`src/rtl/pipe_skid_reg.sv`:
```
// -----------------------------------------------------------------------------
// pipe_skid_reg
//
// Inter-stage pipeline register with a valid/ready handshake and a two-entry
// skid buffer. The payload is split into a datapath part (DATA) and a control
// part (CTRL). CTRL of an empty or killed slot is zero, so downstream stages
// see a bubble.
//
// The main slot is the head of the queue and drives out_* directly from
// registers. The skid slot catches the one beat that can arrive while the
// head is stalled. in_ready therefore depends only on the held state and on
// flush. It never depends on out_ready, so no ready path runs through this
// stage.
//
// Ports
//   clk         in   1       clock, rising edge
//   reset       in   1       synchronous, active-high
//   flush       in   1       synchronous kill of every held beat
//   in_valid    in   1       upstream beat valid
//   in_ready    out  1       beat can be accepted this cycle
//   in_data     in   DATA_W  upstream datapath payload
//   in_ctrl     in   CTRL_W  upstream control payload
//   out_valid   out  1       head beat presented downstream
//   out_ready   in   1       downstream accepts the head beat
//   out_data    out  DATA_W  head datapath payload (0 when empty)
//   out_ctrl    out  CTRL_W  head control payload (0 when empty)
//   occupancy   out  2       number of held beats: 0, 1 or 2
//
// Optional feature, enabled by defining PIPE_SKID_STATS_EN:
//   stall_cnt   out  CNT_W   saturating count of cycles with out_valid & ~out_ready
//   bubble_cnt  out  CNT_W   saturating count of cycles with out_valid = 0
//   Both counters are cleared by reset only. flush does not clear them.
// -----------------------------------------------------------------------------
module pipe_skid_reg #(
    parameter int DATA_W = 32,
    parameter int CTRL_W = 8,
    parameter int CNT_W  = 16
) (
    input  logic              clk,
    input  logic              reset,
    input  logic              flush,
    input  logic              in_valid,
    output logic              in_ready,
    input  logic [DATA_W-1:0] in_data,
    input  logic [CTRL_W-1:0] in_ctrl,
    output logic              out_valid,
    input  logic              out_ready,
    output logic [DATA_W-1:0] out_data,
    output logic [CTRL_W-1:0] out_ctrl,
    output logic [1:0]        occupancy
`ifdef PIPE_SKID_STATS_EN
    ,
    output logic [CNT_W-1:0]  stall_cnt,
    output logic [CNT_W-1:0]  bubble_cnt
`endif
);

    // The state encoding equals the occupancy, so occupancy comes straight from the state flops.
    typedef enum logic [1:0] {
        EMPTY = 2'd0,
        ONE   = 2'd1,
        FULL  = 2'd2
    } state_t;

    state_t            state_q,     state_d;
    logic [DATA_W-1:0] main_data_q, main_data_d;
    logic [CTRL_W-1:0] main_ctrl_q, main_ctrl_d;
    logic [DATA_W-1:0] skid_data_q, skid_data_d;
    logic [CTRL_W-1:0] skid_ctrl_q, skid_ctrl_d;

    logic in_fire_s;
    logic out_fire_s;

    assign in_ready   = (state_q != FULL) & ~flush;
    assign out_valid  = (state_q != EMPTY);
    assign out_data   = main_data_q;
    assign out_ctrl   = main_ctrl_q;
    assign occupancy  = state_q;

    assign in_fire_s  = in_valid & in_ready;
    assign out_fire_s = out_valid & out_ready;

    // Next-state and slot-update logic. A flush overrides every normal transition.
    always_comb begin
        state_d     = state_q;
        main_data_d = main_data_q;
        main_ctrl_d = main_ctrl_q;
        skid_data_d = skid_data_q;
        skid_ctrl_d = skid_ctrl_q;

        if (flush) begin
            // Kill everything. Any out_fire in this cycle is ignored.
            state_d     = EMPTY;
            main_data_d = '0;
            main_ctrl_d = '0;
            skid_data_d = '0;
            skid_ctrl_d = '0;
        end else begin
            case (state_q)
                EMPTY: begin
                    if (in_fire_s) begin
                        state_d     = ONE;
                        main_data_d = in_data;
                        main_ctrl_d = in_ctrl;
                    end else begin
                        state_d     = EMPTY;
                    end
                end
                ONE: begin
                    if (in_fire_s && out_fire_s) begin
                        // Head leaves and the new beat takes its place in the same cycle.
                        state_d     = ONE;
                        main_data_d = in_data;
                        main_ctrl_d = in_ctrl;
                    end else if (in_fire_s) begin
                        // Head is stalled, so the new beat parks in the skid slot.
                        state_d     = FULL;
                        skid_data_d = in_data;
                        skid_ctrl_d = in_ctrl;
                    end else if (out_fire_s) begin
                        state_d     = EMPTY;
                        main_data_d = '0;
                        main_ctrl_d = '0;
                    end else begin
                        state_d     = ONE;
                    end
                end
                FULL: begin
                    if (out_fire_s) begin
                        // The skid beat is always younger, so it moves to the head.
                        state_d     = ONE;
                        main_data_d = skid_data_q;
                        main_ctrl_d = skid_ctrl_q;
                        skid_data_d = '0;
                        skid_ctrl_d = '0;
                    end else begin
                        state_d     = FULL;
                    end
                end
                default: begin
                    // Recover from an unreachable encoding by emptying the stage.
                    state_d     = EMPTY;
                    main_data_d = '0;
                    main_ctrl_d = '0;
                    skid_data_d = '0;
                    skid_ctrl_d = '0;
                end
            endcase
        end
    end

    // State and slot registers with synchronous reset.
    always_ff @(posedge clk) begin
        if (reset) begin
            state_q     <= EMPTY;
            main_data_q <= '0;
            main_ctrl_q <= '0;
            skid_data_q <= '0;
            skid_ctrl_q <= '0;
        end else begin
            state_q     <= state_d;
            main_data_q <= main_data_d;
            main_ctrl_q <= main_ctrl_d;
            skid_data_q <= skid_data_d;
            skid_ctrl_q <= skid_ctrl_d;
        end
    end

`ifdef PIPE_SKID_STATS_EN
    logic [CNT_W-1:0] stall_cnt_q,  stall_cnt_d;
    logic [CNT_W-1:0] bubble_cnt_q, bubble_cnt_d;

    assign stall_cnt  = stall_cnt_q;
    assign bubble_cnt = bubble_cnt_q;

    // Saturating statistics counters. They stop at all-ones instead of wrapping.
    always_comb begin
        stall_cnt_d  = stall_cnt_q;
        bubble_cnt_d = bubble_cnt_q;
        if (out_valid && !out_ready && !(&stall_cnt_q)) begin
            stall_cnt_d = stall_cnt_q + {{(CNT_W-1){1'b0}}, 1'b1};
        end else begin
            stall_cnt_d = stall_cnt_q;
        end
        if (!out_valid && !(&bubble_cnt_q)) begin
            bubble_cnt_d = bubble_cnt_q + {{(CNT_W-1){1'b0}}, 1'b1};
        end else begin
            bubble_cnt_d = bubble_cnt_q;
        end
    end

    // Counter registers. Only reset clears them.
    always_ff @(posedge clk) begin
        if (reset) begin
            stall_cnt_q  <= '0;
            bubble_cnt_q <= '0;
        end else begin
            stall_cnt_q  <= stall_cnt_d;
            bubble_cnt_q <= bubble_cnt_d;
        end
    end
`endif

endmodule

```
`config.mk`:
```
export PLATFORM = sky130hd
export DESIGN_NAME = pipe_skid_reg
export DESIGN_NICKNAME = d
export VERILOG_FILES = /design/src/rtl/pipe_skid_reg.sv
export SDC_FILE = /design/constraint.sdc
export NUM_CORES = 1
export LEC_CHECK = 0
export ABC_AREA = 1
export BUFFER_PORTS_ARGS = -buffer_cell sky130_fd_sc_hd__clkbuf_2
export CAP_MARGIN = 20
export CORE_ASPECT_RATIO = 1.4
export CORE_MARGIN = 2
export CORE_UTILIZATION = 35
export DETAILED_ROUTE_END_ITERATION = 16
export GPL_ROUTABILITY_DRIVEN = 0
export GPL_TIMING_DRIVEN = 1
export SLEW_MARGIN = 15
export SYNTH_ARGS = -nofsm -noshare
export SYNTH_HDL_FRONTEND = slang
export SYNTH_SLANG_ARGS = --single-unit
```
`constraint.sdc`:
```
create_clock -name clk -period 5.8 [get_ports clk]
set_input_delay 0.58 -clock clk [delete_from_list [all_inputs] [get_ports clk]]
set_output_delay 0.58 -clock clk [all_outputs]
set_load 0.01 [all_outputs]
```
==> metrics.yaml <==
worst_setup_path:
  r2r_start: "occupancy[1]$_SDFF_PP0_"
  crit_path_end_kind: "flop"
  critPathArrivalTime_ps: 4280
  crit_path_start_kind: "flop"
  crit_fanout: 42
  setup.worst_path.start: "occupancy[1]$_SDFF_PP0_"
  worstSetupPathType: "reg2reg"
  required_ps: 6030
yosys:
  ys_seq_area_share_pct: 37.79
  syn_avg_cell_area_sq_um: 6.067
  synth.distinct_cells: 17
  synthCells: 716
  syn_area_sq_um: 4344
  ys_ff_latch: 82
  synthTopCellsByArea: "dfxtp_1 (38%), nand2_1 (20%), nor2_1 (11%)"
  synth_warnings: 0
  syn-num-nets: 763
  synth_top_cell_area_share_pct: 37.79
  yosysTopAreaCell: "dfxtp_1"
cts:
  cts-buffers-inserted: 9
  htree_levels: 3
  ctsRootBufferMaster: "clkbuf_16"
  cts_setup_buffers: 0
  cts_max_path_buffers: 2
  clock_latency_ps: 340
  cts_tree: "built"
  cts_resized: 0
  hold_buffers: 0
  clk_pin_slew_ps: 60
  cts.sinks: 82
detailed_routing:
  post-route-drc-count: 0
  wl_per_cell_um: 12.21
  first_pass_iters: 7
  drt_iter0_drc: 172
  drtAntennaViolNets: 0
  vias_per_cell: 4.734
  wl_um: 11310
  vias: 4384
floorplanning:
  num_io_pins: 89
  start_util_pct: 35.46
  die_x_um: 98.16
  dieArea_sq_um: 13330
  placeableCoreArea_sq_um: 12250
  num_rows: 48
  die_h_um: 135.8
finish:
  final_cell_mix: "nand2_1 (230), nor2_1 (126), clkbuf_2 (88)"
  fillers: 1405
  seqCellArea_sq_um: 1642
  instances_no_fill: 926
  utilization_pct: 42.01
  layout-drive-gt1-share_pct: 15.34
  multi_input_area_sq_um: 2226
  nets: 818
  area.growth.synth_to_final_pct: 18.49
  diodes: 0
  final_common_cell: "nand2_1"
  design_area_sq_um: 5147
sta:
  period_share_pct: 69.82
  setup_viol_count_final: 0
  fmax_mhz: 246.9
  fin_setup_tns_ps: 0
  hold_viol: 0
  worst_pin_slew_ps: 1007
  min_period_ps: 4050
  finalMaxSlewViolations: 0
  rsz0062_at_grt: "false"
  max_slew_margin_pct: 32.81
  skew_ps: 7.681
grt:
  antenna_found_initial: 0
  track_usage_pct: 16.96
  grt_pass1_vias: 4003
  grt_max_degree: 81
  grt_overflow: 0
  grt_first_pass_wirelength_um: 18400
pwr:
  ir_worst_vdd_mv: 0.1550
  p_leak_nw: 2.496
  power.density_nw_per_um2: 277.8
min_path:
  min_path_type: "reg2reg"
  hp-start: "skid_ctrl_q[0]$_SDFFE_PP0P_"
place:
  io_buffers: 88
  dp_hpwl_um: 7016
  dpl_cell_area_sq_um: 4796
  place_inst: 910
job:
  drv_cap: 0
status:
  status: "finished, final reports clean"
## synthesized netlist by cell type
cell type	instances
nand3_1	86
dfxtp_1	82
buf_4	5
nand2_1	231
a31oi_1	1
inv_2	1
a21oi_1	44
ha_1	2
nor2_2	2
nor2_1	129
nor2_4	1
clkbuf_1	28
inv_1	69
nand2_2	1
o211ai_1	18
buf_2	13
buf_6	3
## worst paths after layout
path | endpoint | slack, ps | cells past startpoint
worst max-delay path | skid_data_q[7]$_SDFFE_PP0P_ | 1750 | 10
worst max register to register | skid_data_q[7]$_SDFFE_PP0P_ | 1750 | 10
worst min register to register | skid_ctrl_q[0]$_SDFFE_PP0P_ | 480 | 2
worst min-delay path | skid_ctrl_q[0]$_SDFFE_PP0P_ | 480 | 2
## per-layer routing
layer  part of all wire [%]  global-route usage, %
met5                      0                      0
met4                    1.2                  5.023
met3                    2.9                  3.393
met2                     51                  31.85
met1                     45                  19.31
## layout make-up
type	instances	share of cell area (%)
well taps	150	3.646
multi-input cells	515	43.24
clock inverters	6	2.188
repair buffers	93	9.285
flip-flops and latches	82	31.89
clock buffers	10	4.643
inverters	70	5.105
## worst max-delay path, cell delays in order (launching register included)
cell	delay (ps)
dfxtp_1	560
nand2_1	520
nand3_1	280
inv_1	100
ha_2	470
inv_1	180
a21oi_1	110
nor2_4	690
nand2_2	660
a21oi_1	300
nor2_1	60
## kinds of logic after synthesis
family                     count (synthesis)  share of synthesized area, %
and+or+nand+nor                          450                         41.70
buffers and inverters                    119                         11.61
DFF                                       82                         37.79
adders and majority gates                  2                        0.5759
AOI/OAI and AO/OA                         63                         8.324
## stage by stage
step / total power, W / setup WS, ps / hold WS, ps
6_report: 0.001430 / 1750 / 479.9
5_1_grt: 0.001491 / 1198 / 505.0
4_1_cts: 0.001447 / 1683 / 484.0
3_5_place_dp: 0.0007759 / 1695 / 468.9
3_3_place_gp: 0.0007756 / 1757 / 464.1
2_1_floorplan: 0.0007186 / 3567 / 439.8
## state kept, by name, indices dropped and copies added (netlist names)
signal,cells
skid_data_q,32
out_ctrl,8
skid_ctrl_q,8
out_data,32
occupancy,2
## where the power goes
part	total, W	switching [W]	internal [W]
clock network	0.000669	0.000236	0.000434
registers	0.000591	0.00000978	0.000581
logic	0.000170	0.000109	0.0000615
total	0.00143	0.000354	0.00108
Note: power is estimated with default switching activity, not from simulation.
